## src/rtl/alu_pkg.sv

```systemverilog
// Opcodes, FSM encoding and flag bit positions for the accumulator sequencer.
package alu_pkg;

  localparam logic [2:0] OP_ADD  = 3'd0;
  localparam logic [2:0] OP_SUB  = 3'd1;
  localparam logic [2:0] OP_AND  = 3'd4;
  localparam logic [2:0] OP_OR   = 3'd5;
  localparam logic [2:0] OP_XOR  = 3'd6;
  localparam logic [2:0] OP_LOAD = 3'd7;

  typedef enum logic [1:0] {
    S_IDLE = 2'd0,
    S_EXEC = 2'd1,
    S_DONE = 2'd2
  } state_t;

  localparam int FLG_Z = 3;
  localparam int FLG_N = 2;
  localparam int FLG_V = 1;
  localparam int FLG_C = 0;

  function automatic logic op_legal(input logic [2:0] op);
    return (op != 3'd2) && (op != 3'd3);
  endfunction

endpackage

```

## src/rtl/alu_flag_unit.sv

```systemverilog
// Combinational write-back value and next {Z,N,V,C} for one instruction.
module alu_flag_unit
  import alu_pkg::*;
(
  input  logic [2:0] op,
  input  logic [3:0] alu_y,
  input  logic       alu_cout,
  input  logic       alu_ovf,
  input  logic [3:0] imm,
  output logic [3:0] acc_nxt,
  output logic [3:0] flags_nxt,
  output logic       legal
);

  logic v_nxt;
  logic c_nxt;

  always_comb begin
    acc_nxt = alu_y;
    v_nxt   = 1'b0;
    c_nxt   = 1'b0;
    case (op)
      OP_ADD, OP_SUB: begin
        v_nxt = alu_ovf;
        c_nxt = alu_cout;
      end
      OP_LOAD: acc_nxt = imm;
      default: ;
    endcase
    flags_nxt        = 4'b0000;
    flags_nxt[FLG_Z] = (acc_nxt == 4'h0);
    flags_nxt[FLG_N] = acc_nxt[3];
    flags_nxt[FLG_V] = v_nxt;
    flags_nxt[FLG_C] = c_nxt;
    legal            = op_legal(op);
  end

endmodule

```

## src/rtl/alu_acc_seq.sv

```systemverilog
// Accumulator sequencer driving an external 4-bit ALU: IDLE accept, EXEC write-back, DONE present.
// Optional ALU_ACC_CHAIN_EN: cin=1 on ADD/SUB feeds the stored C flag for multi-precision chains.
module alu_acc_seq
  import alu_pkg::*;
#(
  parameter logic [3:0] RESET_ACC = 4'h0
) (
  input  logic       clk,
  input  logic       rst_n,
  input  logic       in_valid,
  output logic       in_ready,
  input  logic [2:0] in_op,
  input  logic [3:0] in_imm,
  input  logic       in_cin,
  input  logic       acc_clr,
  output logic [3:0] alu_a,
  output logic [3:0] alu_b,
  output logic       alu_cin,
  output logic [2:0] alu_op,
  input  logic [3:0] alu_y,
  input  logic       alu_cout,
  input  logic       alu_ovf,
  output logic       res_valid,
  input  logic       res_ready,
  output logic [3:0] res_data,
  output logic [3:0] flags,
  output logic       err
);

  state_t     state_q, state_d;
  logic [2:0] op_q, op_d;
  logic [3:0] imm_q, imm_d;
  logic       cin_q, cin_d;
  logic [3:0] acc_q, acc_d;
  logic [3:0] flags_q, flags_d;
  logic       err_q, err_d;

  logic [3:0] acc_nxt;
  logic [3:0] flags_nxt;
  logic       legal;
  logic       cin_sel;

  alu_flag_unit u_flag (
    .op        (op_q),
    .alu_y     (alu_y),
    .alu_cout  (alu_cout),
    .alu_ovf   (alu_ovf),
    .imm       (imm_q),
    .acc_nxt   (acc_nxt),
    .flags_nxt (flags_nxt),
    .legal     (legal)
  );

`ifdef ALU_ACC_CHAIN_EN
  assign cin_sel = (cin_q && (op_q == OP_ADD || op_q == OP_SUB)) ? flags_q[FLG_C] : cin_q;
`else
  assign cin_sel = cin_q;
`endif

  always_comb begin
    state_d = state_q;
    op_d    = op_q;
    imm_d   = imm_q;
    cin_d   = cin_q;
    acc_d   = acc_q;
    flags_d = flags_q;
    err_d   = err_q;
    case (state_q)
      S_IDLE: begin
        if (in_valid) begin
          op_d    = in_op;
          imm_d   = in_imm;
          cin_d   = in_cin;
          state_d = S_EXEC;
        end
      end
      S_EXEC: begin
        state_d = S_DONE;
        if (legal) begin
          acc_d   = acc_nxt;
          flags_d = flags_nxt;
        end else begin
          err_d = 1'b1;
        end
      end
      S_DONE: begin
        if (res_ready) state_d = S_IDLE;
      end
      default: state_d = S_IDLE;
    endcase
    // Clear wins over a same-cycle write-back but never stalls the FSM.
    if (acc_clr) begin
      acc_d   = RESET_ACC;
      flags_d = 4'b0000;
      err_d   = 1'b0;
    end
  end

  always_ff @(posedge clk or negedge rst_n) begin
    if (!rst_n) begin
      state_q <= S_IDLE;
      op_q    <= 3'd0;
      imm_q   <= 4'h0;
      cin_q   <= 1'b0;
      acc_q   <= RESET_ACC;
      flags_q <= 4'b0000;
      err_q   <= 1'b0;
    end else begin
      state_q <= state_d;
      op_q    <= op_d;
      imm_q   <= imm_d;
      cin_q   <= cin_d;
      acc_q   <= acc_d;
      flags_q <= flags_d;
      err_q   <= err_d;
    end
  end

  assign in_ready  = (state_q == S_IDLE);
  assign res_valid = (state_q == S_DONE);
  assign alu_a     = acc_q;
  assign alu_b     = imm_q;
  assign alu_op    = (state_q == S_EXEC) ? op_q : 3'b000;
  assign alu_cin   = (state_q == S_EXEC) ? cin_sel : 1'b0;
  assign res_data  = acc_q;
  assign flags     = flags_q;
  assign err       = err_q;

endmodule

```

## config.mk

```make
export PLATFORM = sky130hd
export DESIGN_NAME = alu_acc_seq
export DESIGN_NICKNAME = d
export VERILOG_FILES = /design/src/rtl/alu_pkg.sv /design/src/rtl/alu_flag_unit.sv /design/src/rtl/alu_acc_seq.sv
export SDC_FILE = /design/constraint.sdc
export NUM_CORES = 1
export LEC_CHECK = 0
export CORE_MARGIN = 3
export CORE_UTILIZATION = 55
export CTS_BUF_LIST = sky130_fd_sc_hd__clkbuf_2
export CTS_CLUSTER_SIZE = 40
export DETAILED_ROUTE_END_ITERATION = 8
export DONT_BUFFER_PORTS = 1
export GPL_TIMING_DRIVEN = 0
export PLACE_DENSITY_LB_ADDON = 0.25
export SLEW_MARGIN = 20
export SYNTH_ARGS = -nofsm -noshare
export SYNTH_HDL_FRONTEND = slang
export SYNTH_SLANG_ARGS = --single-unit
```

## constraint.sdc

```tcl
create_clock -name clk -period 1.5 [get_ports clk]
set_input_delay 0.225 -clock clk [delete_from_list [all_inputs] [get_ports clk]]
set_output_delay 0.225 -clock clk [all_outputs]
set_load 0.005 [all_outputs]
```

==> results of run 1 <==
-- report_power, final --
| part | switching [mW] | internal [mW] |
|---|---|---|
| clock network | 0.143 | 0.0580 |
| logic | 0.220 | 0.331 |
| registers | 0.207 | 0.652 |
-- through the flow --
step	instances	power, mW	area [um^2]	hold slack, ns	setup slack, ns
after global placement	86	1.39	892	-0.0702	0.202
after global routing	93	1.72	941	0.0347	0.0198
after CTS	92	1.63	931	0.00310	0.0732
final	93	1.61	941	0.0630	0.0969
after floorplan	71	1.30	873	-0.0706	0.262
after detailed placement	86	1.41	892	-0.0702	0.193
-- final timing paths --
check                           slack, ns  cells past startpoint        end       start
worst max-delay path                  0.1                      2  alu_op[2]  state_q[0]
worst min-delay path                 0.06                      1   alu_b[2]   in_imm[2]
worst max register to register       0.19                      4      cin_q  state_q[0]
worst min register to register       0.52                      1      cin_q       cin_q
max in group asynchronous            0.57                      1      cin_q       rst_n
min in group asynchronous            0.43                      1   flags[0]       rst_n
-- cell usage in the layout, fill, tap and decap left out --
| cell | synthesis | layout |
|---|---|---|
| nand3_1 | 1 | 1 |
| a21oi_1 | 3 | 3 |
| dlygate4sd3_1 | 0 | 3 |
| nand2b_2 | 1 | 1 |
| clkbuf_2 | 0 | 3 |
| nand4bb_1 | 2 | 2 |
| nor2b_1 | 1 | 1 |
| nor2_2 | 1 | 1 |
| mux2i_1 | 5 | 5 |
| nor2_1 | 1 | 1 |
| o21ai_0 | 1 | 1 |
| and2_4 | 1 | 1 |
| nor4_1 | 2 | 2 |
| buf_6 | 1 | 1 |
| o2bb2ai_1 | 5 | 5 |
| o21ba_2 | 1 | 1 |
| dfrtp_1 | 18 | 18 |
| or3_4 | 1 | 1 |
| inv_1 | 1 | 1 |
| a21o_1 | 2 | 2 |
| clkinv_1 | 0 | 1 |
| mux2_2 | 8 | 8 |
| or2b_1 | 1 | 1 |
| buf_4 | 5 | 5 |
| and2_1 | 4 | 4 |
| and2b_2 | 1 | 1 |
| nand2_1 | 4 | 4 |
-- logic make-up after synthesis --
| kind of cell | count (synthesis) |
|---|---|
| and+or+nand+nor | 21 |
| DFF | 18 |
| muxes | 13 |
| AOI/OAI and AO/OA | 12 |
| buffers and inverters | 7 |
-- sequential cells by signal, indices dropped and copies added (netlist names) --
signal,cells
alu_b,4
state_q,2
flags,4
op_q,3
err,1
cin_q,1
alu_a,3
-- area by class of cell --
class | count | area, um^2
plain buffers | 6 | 48.8
clock buffers | 3 | 15.0
clock inverters | 1 | 3.75
fillers | 117 | 458
inverters | 1 | 3.75
multi-input cells | 46 | 370
flip-flops and latches | 18 | 450
well taps | 15 | 18.8
repair buffers | 3 | 30.0
-- metal layers --
layer  GRT usage [%]  routed length (um)
met1            21.2                 705
met4            8.52                  11
met3            3.56                 128
met2            27.5                 814
met5               0                   0
==> run summary, run 1 <==
By area, the combinational part of the netlist is dominated by simple AND/OR/NAND/NOR gates. Entering global routing, the biggest net connects 19 pins. The routability congestion estimate is 0.693, and the post-synthesis cell count is 71. The die covers 2100 um^2. The mapped netlist covers 873 um^2.

The highest net fanout along the worst path is 6, and the mean routed wirelength per cell is 17.8 um. The count of hold buffers inserted by post-cts repair is 2. For this design, the sink count on the clock tree is 18. The tools report the via count of the first global-routing pass as 573. In the synthesized netlist, the cells that appear most often are dfrtp_1, mux2_2, buf_4, mux2i_1, o2bb2ai_1. VDD sags by at most 1.20 mV.

The remaining global-route overflow was 0. The category of the worst setup path launch point is a flip-flop. The combined buffer and inverter count along the critical path works out to 0. Summing the areas of all compound-gate instances in the mapped netlist gives 10.2% of the synthesized area. Setup repair after global routing left no endpoint under its margin.

0 antenna diodes ended up in the layout. The tools report the H-tree depth reported by CTS as 1. After detailed routing, the number of vias per cell comes to 5.86. For this run, the post-layout net count is 98. The synthesized design contains 0 enable-type register cells. The total of endpoints with negative setup slack in the final report came out at 0. For the DRC marker count from the first detailed-route iteration, the log shows 1. The pre-antenna-repair detailed-routing pass consisted of 2 iterations. The endpoint type of the worst setup path is an output pin. Among all stages on the critical path, the largest delay is contributed by dfrtp_1.

Summed over all layers, the routed wires come to 1660 um. The most used flip-flop cell after synthesis was dfrtp_1. For the clock skew, the log shows 0.0145 ns. In the post-synthesis netlist, the cell with the most instances is dfrtp_1. By startpoint and endpoint, the worst setup path is classified as flip-flop to output pin. The Yosys step of the flow raised 0 warnings. In this run the clock root is driven by a clkbuf_2.

The first global-routing pass estimated 2520 um of wire. The final critical-path required period is 1.40 ns, and the actual slew at the worst max-slew pin is 0.790 ns. The final setup TNS was 0 ns. The share of final-layout standard cells stronger than drive strength 1 is 29.5%, and the final period utilization is 93.5%. In this run the remaining antenna-violating nets after routing total 0. The number of buffers added on ports came out at 0. The flop and latch count out of synthesis came out at 18.

Ranked by total cell area, the synthesized netlist is headed by dfrtp_1, mux2_2, mux2i_1. In the synthesized netlist, mux cells make up 16.0% of the area. dfrtp_1 takes more of the synthesized area than any other cell. For the synthesized net count, the log shows 90. In this run the power density over the cells is 1710 nW/um^2. The die is 45.9 um wide. Parity-gate share of the synthesized area counting xor and xnor cells: 0%. Measured on the finished design, the core utilization comes to 67.3%.

The tools report the initial antenna violation count as 0. Worst slew margin relative to its limit: 47.2%. The total global-route track usage was 17.0%; the clock-pin slew of the registers on the worst-case setup and hold paths was 0.17 ns. At the worst endpoint, the arrival time is 1.18 ns. For the number of cell rows, the log shows 13. Pin placement for this block handled 42 I/O pins.

The area fraction in and, or, nand and nor cells after synthesis came out at 16.2%. Averaged over all synthesized cells, the footprint is 12.3 um^2. The tightest min-delay check is of the primary input to flip-flop type.

For the leakage power figure, the log shows 0.433 nW. The number of buffers on the longest clock path is 2, and the max-capacitance violation count is 0. The number of buffers inserted to repair setup after CTS came out at 0. Counting distinct cell types in the post-synthesis netlist gives 24. The dominant delay contributor by cell family on the critical path was flip-flops. Number of pins exceeding their max-slew limit in the final report: 0. The critical path goes through and2b_2, and2_1.

The maximum single-stage delay on the critical path is 0.47 ns. The flow ran to the end, and the final reports show no timing, DRC or antenna violations. The worst endpoint required time came out at 1.27 ns. The clock latency on the worst-skew pair is 0.30 ns, and the number of hold violations in the final report is 0.

The logs give 3 for the number of buffers created by CTS and 62.4% for the initial core utilization. The sequential share of the synthesized area was 51.6%; the number of vias in the routed layout was 545. Summing the areas of all fa, ha and maj instances in the mapped netlist gives 0% of the synthesized area. For this run, design rule violations remaining after detail routing come to 0. The die is 45.9 um tall. The core box area was 1400 um^2; the total of cells resized after clock tree synthesis was 0.

Timing would allow up to 713 MHz. TritonCTS built the clock tree. In this run the biggest area consumer among cell types represents 51.6% of the synthesized area.

The half-perimeter wire length of the detailed placement result was 1270 um. Of all flip-flops after synthesis, the portion carrying an async set or reset was 100%. Relative to the synthesized area, the layout overhead comes to 7.74%.
No activity file was read; power rests on OpenSTA's default activity.
==> run 2: changes to the inputs <==
--- a/config.mk
+++ b/config.mk
@@ -8,7 +8,6 @@
 export CORE_MARGIN = 3
 export CORE_UTILIZATION = 55
 export CTS_BUF_LIST = sky130_fd_sc_hd__clkbuf_2
-export CTS_CLUSTER_SIZE = 40
 export DETAILED_ROUTE_END_ITERATION = 8
 export DONT_BUFFER_PORTS = 1
 export GPL_TIMING_DRIVEN = 0
==> results of run 2 <==
No change in the layout: final DEF, timing and power equal those of run 1.
